--- config.mk ---
export PLATFORM = sky130hd
export DESIGN_NAME = gravity_timer
export DESIGN_NICKNAME = d
export VERILOG_FILES = /design/src/rtl/gravity_timer.sv
export SDC_FILE = /design/constraint.sdc
export NUM_CORES = 1
export LEC_CHECK = 0
export CELL_PAD_IN_SITES_DETAIL_PLACEMENT = 0
export CELL_PAD_IN_SITES_GLOBAL_PLACEMENT = 1
export CORE_MARGIN = 3
export CORE_UTILIZATION = 53
export CTS_CLUSTER_DIAMETER = 50
export DETAILED_ROUTE_END_ITERATION = 8
export GPL_ROUTABILITY_DRIVEN = 0
export PLACE_DENSITY = 0.92
export RECOVER_POWER = 100
export SETUP_SLACK_MARGIN = 0.3
export SLEW_MARGIN = 20
export SYNTH_ARGS = -nofsm -noshare
export SYNTH_HDL_FRONTEND = slang
export SYNTH_SLANG_ARGS = --single-unit
--- constraint.sdc ---
create_clock -name clk_in -period 9.35 [get_ports clk_in]
set_input_delay 2.3375 -clock clk_in [delete_from_list [all_inputs] [get_ports clk_in]]
set_output_delay 2.3375 -clock clk_in [all_outputs]
set_load 0.005 [all_outputs]
--- src/rtl/gravity_timer.sv ---
// Gravity engine: derives the per-level fall period by iterated fixed-point scaling, then paces fall ticks.
// Optional soft-drop acceleration is enabled with `define GRAVITY_SOFT_DROP_EN.
module gravity_timer #(
    parameter int BASE_PERIOD     = 148500000,
    parameter int RATIO_NUM       = 203,
    parameter int RATIO_SHIFT     = 8,
    parameter int MIN_PERIOD      = 122350,
    parameter int MAX_LEVEL       = 19,
    parameter int LEVEL_WIDTH     = 5,
    parameter int COUNT_WIDTH     = 28,
    parameter int SOFT_DROP_SHIFT = 4
) (
    input  logic                   clk_in,
    input  logic                   rst_in,
    input  logic [LEVEL_WIDTH-1:0] level_in,
    input  logic                   enable_in,
    input  logic                   restart_in,
`ifdef GRAVITY_SOFT_DROP_EN
    input  logic                   soft_drop_in,
`endif
    output logic                   fall_tick_out,
    output logic [COUNT_WIDTH-1:0] period_out,
    output logic                   period_valid_out,
    output logic                   busy_out
);
    localparam int PW = COUNT_WIDTH + RATIO_SHIFT + 1;
    localparam logic [COUNT_WIDTH-1:0] BASE_P = COUNT_WIDTH'(BASE_PERIOD);
    localparam logic [PW-1:0]          MIN_P  = PW'(MIN_PERIOD);
    localparam logic [PW-1:0]          RATIO  = PW'(RATIO_NUM);
    localparam logic [LEVEL_WIDTH-1:0] MAX_L  = LEVEL_WIDTH'(MAX_LEVEL);
    localparam logic [LEVEL_WIDTH-1:0] ONE_L  = LEVEL_WIDTH'(1);
    localparam logic [COUNT_WIDTH-1:0] ONE_C  = COUNT_WIDTH'(1);

    typedef enum logic [1:0] {S_LOAD, S_CALC, S_RUN} state_t;

    state_t                 state;
    logic [LEVEL_WIDTH-1:0] lvl_eff, lvl_q, steps;
    logic [COUNT_WIDTH-1:0] acc, acc_next, counter, thresh;
    logic [PW-1:0]          prod, scaled;

    always_comb begin
        if (level_in == '0)
            lvl_eff = ONE_L;
        else if (level_in > MAX_L)
            lvl_eff = MAX_L;
        else
            lvl_eff = level_in;
    end

    // Full-width product so no bits are lost before the fixed-point shift.
    assign prod     = PW'(acc) * RATIO;
    assign scaled   = prod >> RATIO_SHIFT;
    assign acc_next = (scaled < MIN_P) ? COUNT_WIDTH'(MIN_P) : COUNT_WIDTH'(scaled);

    always_comb begin
        thresh = period_out;
`ifdef GRAVITY_SOFT_DROP_EN
        if (soft_drop_in) begin
            thresh = period_out >> SOFT_DROP_SHIFT;
            if (thresh == '0)
                thresh = ONE_C;
        end
`endif
    end

    always_ff @(posedge clk_in or posedge rst_in) begin
        if (rst_in) begin
            state            <= S_LOAD;
            lvl_q            <= ONE_L;
            acc              <= BASE_P;
            steps            <= '0;
            period_out       <= BASE_P;
            counter          <= '0;
            fall_tick_out    <= 1'b0;
            period_valid_out <= 1'b0;
            busy_out         <= 1'b1;
        end else begin
            fall_tick_out <= 1'b0;
            case (state)
                S_LOAD: begin
                    lvl_q <= lvl_eff;
                    acc   <= BASE_P;
                    steps <= lvl_eff - ONE_L;
                    if (lvl_eff == ONE_L) begin
                        state            <= S_RUN;
                        period_out       <= BASE_P;
                        period_valid_out <= 1'b1;
                        busy_out         <= 1'b0;
                    end else begin
                        state <= S_CALC;
                    end
                end
                S_CALC: begin
                    acc   <= acc_next;
                    steps <= steps - ONE_L;
                    if (steps == ONE_L) begin
                        state            <= S_RUN;
                        period_out       <= acc_next;
                        period_valid_out <= 1'b1;
                        busy_out         <= 1'b0;
                    end
                end
                S_RUN: begin
                    if (lvl_eff != lvl_q) begin
                        state            <= S_LOAD;
                        period_valid_out <= 1'b0;
                        busy_out         <= 1'b1;
                    end
                end
                default: state <= S_LOAD;
            endcase

            // >= rather than == so a shrunken threshold fires at once instead of wrapping.
            if (restart_in)
                counter <= '0;
            else if (state == S_RUN && enable_in) begin
                if (counter >= thresh - ONE_C) begin
                    fall_tick_out <= 1'b1;
                    counter       <= '0;
                end else begin
                    counter <= counter + ONE_C;
                end
            end
        end
    end

endmodule

==> results.cfg <==
[run_status]
run_status = finished, violations left
failed_checks = capacitance limit, slew limit

[worst_setup_path]
timing.reg2reg.setup_slack_ns = 1.91
critPathSlowestCell = sky130_fd_sc_hd__nor4_1
crit_required_ns = 9.63
criticalPathCategory = flop to flop
slowest_delay_ns = 1.45
arrival_ns = 7.72
worst_path_most_repeated_cell = sky130_fd_sc_hd__fa_1
cp_max_fo = 9
worstSetupEndpointType = flop
critical_path_cell_by_cell = ha_1 -> fa_1 -> inv_1 -> fa_1 -> fa_1 -> inv_1 -> ha_1 -> nand2_1 -> a211oi_1 -> o311ai_0 -> o41ai_1 -> xnor2_1 -> nor4b_1 -> a211oi_1 -> o41ai_1 -> nor4_1 -> a221o_1
start_kind = flop

[sta]
postLayoutSetupSlackWorst_ns = 1.91
setup_tns_ns = 0
fin_hold_viols = 0
timing_worst_slew_pin_value_ns = 2.87
clock-skew-final_ns = 0.0106
hold_ws_ns = 0.464
rsz0062_at_grt = no
max_clock_freq_ghz = 0.134
setup_viol = 0
finalWorstPathRequiredPeriod_ns = 7.44
timing.final.crit_share_pct = 79.6
report.final.slew_viol_count = 146
slew-limit-headroom_pct = -91.3

[yosys]
synth_cell_types = 77
syn-mean-instance-area_sq_um = 8.97
ys_ff_latch = 99
synth-main-ff-cell = sky130_fd_sc_hd__dfrtp_1
syn-num-nets = 1328
async_flop_share_pct = 100
yosys_warnings = 0
synth.yosys.seq_area_share_pct = 24.8
synth_enable_flop_cells = 0
synth_area_sq_um = 10200
syn-instance-count = 1132

[clock_network]
cts_max_path_buffers = 2
clock_buffer_count_from_cts = 9
cts_htree_levels = 3
clock_tree.root_cell = sky130_fd_sc_hd__clkbuf_16
total_of_hold_buffers_inserted_after_clock_tree_synthesis = 0
clkSlewWorstSetupHoldPaths_ns = 0.08
clock_network_latency_to_the_later_pin_of_the_worst_skew_pair_ns = 0.35
tritoncts_clock_tree = done
cts.sinks = 99
post_cts.resized_instances = 0
cts_setup_buffers = 0

[global_routing]
grt.overflow.total = 0
grt_pass1_wl_microns = 38500
largest_net_degree_at_the_start_of_global_routing = 57
antenna_found_initial = 0
grt_pass1_vias = 7745
global_route.usage.total_pct = 22.9

[floorplan]
fp.dieH_microns = 144
io-pin-count = 40
dieArea_sq_um = 20800
floorplan.die.width_microns = 144
core_outline_area_sq_um = 18400
row_count = 49
initial_core_utilization_pct = 55.2

[routing]
drtIter0Drc = 389
antenna_left = 0
vias_per_cell = 5.71
remaining_drc_errors = 0
drt-wirelength-per-cell_microns = 16.6
finalWirelength_microns = 22900
firstDrtPassIters = 4
via_count = 7885

[final_layout]
layout_common_cells = sky130_fd_sc_hd__inv_1 (182), sky130_fd_sc_hd__ha_1 (119), sky130_fd_sc_hd__nand2_1 (80), sky130_fd_sc_hd__a21oi_1 (76), sky130_fd_sc_hd__dfrtp_1 (71)
areaGrowthSynthToFinish_pct = 8.09
layout.filler_cells = 1604
layout.nets = 1344
drive_above_1_share_pct = 4.60
diode_count = 0
leading_cell_type_in_the_layout_fill_and_taps_excluded = sky130_fd_sc_hd__inv_1

[place]
place_ws_ns = 2.66
hpwlAfterDp_microns = 18800
buffer_ports.inserted = 39

[run]
cap_viol_max_count = 4

[min_path]
min_path_type = flop to flop
[cell type report]
| cell class | instances | area [sq um] | area share, % |
|---|---|---|---|
| inverter | 183 | 688 | 6.27 |
| multi-input combinational | 811 | 6730 | 61.4 |
| tap | 229 | 287 | 2.61 |
| clock buffer | 9 | 225 | 2.05 |
| timing repair buffer | 44 | 420 | 3.83 |
| clock inverter | 7 | 108 | 0.981 |
| sequential | 99 | 2510 | 22.9 |
[routing by layer]
metal	vias to the layer above	global-route usage (%)	wire [microns]
li1	3917	-	-
met1	3774	33.1	10800
met2	172	36.8	10700
met3	22	3.27	1130
met4	0	5.01	280
met5	-	0	0
[state kept, by name (all words and copies together) (netlist names)]
register          cells
acc                  28
counter              28
period_out           28
lvl_q                 5
steps                 5
state                 2
busy_out              1
fall_tick_out         1
period_valid_out      1
[cell usage after synthesis (all sizes together), types with 3 or more instances]
| library cell | number | area (sq um) |
|---|---|---|
| a21oi | 81 | 447 |
| o22ai | 5 | 45.0 |
| o311ai | 3 | 33.8 |
| and2 | 4 | 25.0 |
| nand4 | 10 | 62.6 |
| or3 | 6 | 37.5 |
| nand2 | 80 | 303 |
| ha | 119 | 1490 |
| buf | 12 | 88.8 |
| xnor2 | 50 | 438 |
| o21bai | 4 | 30.0 |
| nor3 | 20 | 100 |
| a2111oi | 3 | 65.1 |
| a21o | 24 | 180 |
| or4 | 3 | 22.5 |
| a32oi | 5 | 43.8 |
| nor2b | 11 | 68.8 |
| o21a | 6 | 45.0 |
| a211o | 5 | 43.8 |
| o22a | 3 | 26.3 |
| and3 | 17 | 106 |
| xor2 | 19 | 166 |
| dfstp | 28 | 736 |
| fa | 68 | 1360 |
| a32o | 4 | 40.0 |
| nand2b | 20 | 125 |
| nand3 | 19 | 100 |
| a211oi | 9 | 72.6 |
| nor4b | 3 | 26.3 |
| inv | 183 | 687 |
| a31oi | 29 | 181 |
| a221o | 4 | 40.0 |
| nor2 | 56 | 210 |
| clkbuf | 27 | 101 |
| dfrtp | 71 | 1780 |
| nor4 | 13 | 87.6 |
| o21ai | 59 | 295 |
| a22o | 11 | 96.3 |
| o31ai | 4 | 30.0 |
[kinds of logic (layout without fill, tap and decap cells)]
logic type | Yosys count | after routing | share of synthesized area (%)
AND/OR/NAND/NOR | 273 | 273 | 13.5
AO/OA/AOI/OAI | 278 | 278 | 18.7
XOR/XNOR | 69 | 69 | 5.95
flip-flops | 99 | 99 | 24.8
buffers and inverters | 222 | 243 | 8.64
adder cells (fa/ha/maj) | 187 | 187 | 28.1
multiplexers | 4 | 4 | 0.419
[final timing paths]
| check | start | to | cells past startpoint |
|---|---|---|---|
| min in group asynchronous | rst_in | lvl_q[2] | 2 |
| setup reg to reg | acc[4] | acc[2] | 17 |
| hold reg to reg | busy_out | busy_out | 2 |
| max in group asynchronous | rst_in | period_out[21] | 3 |
| hold / removal | busy_out | busy_out | 2 |
| setup / recovery | acc[4] | acc[2] | 17 |
[critical path, delay by kind of cell (launching register included)]
family                     cells  cell delay (ns)
buffers and inverters          2             0.11
adders and majority gates      5             2.32
xor gates and xnor gates       1             0.33
and+or+nand+nor                3             1.77
DFF                            1             0.44
AOI/OAI and AO/OA              6             2.40
[through the flow]
stage / area [sq um] / utilization, % / cells
floorplan: 10200 / - / 1132
global placement: 10700 / 58.1 / 1366
detailed placement: 10700 / 58.1 / 1366
CTS: 11000 / 59.9 / 1382
global route: 11000 / 59.7 / 1382
finish: 11000 / 59.7 / 1382
Power is left out: the tool's default activity adds up to more than one toggle a clock period on the data nets, which glitch-free logic cannot reach.
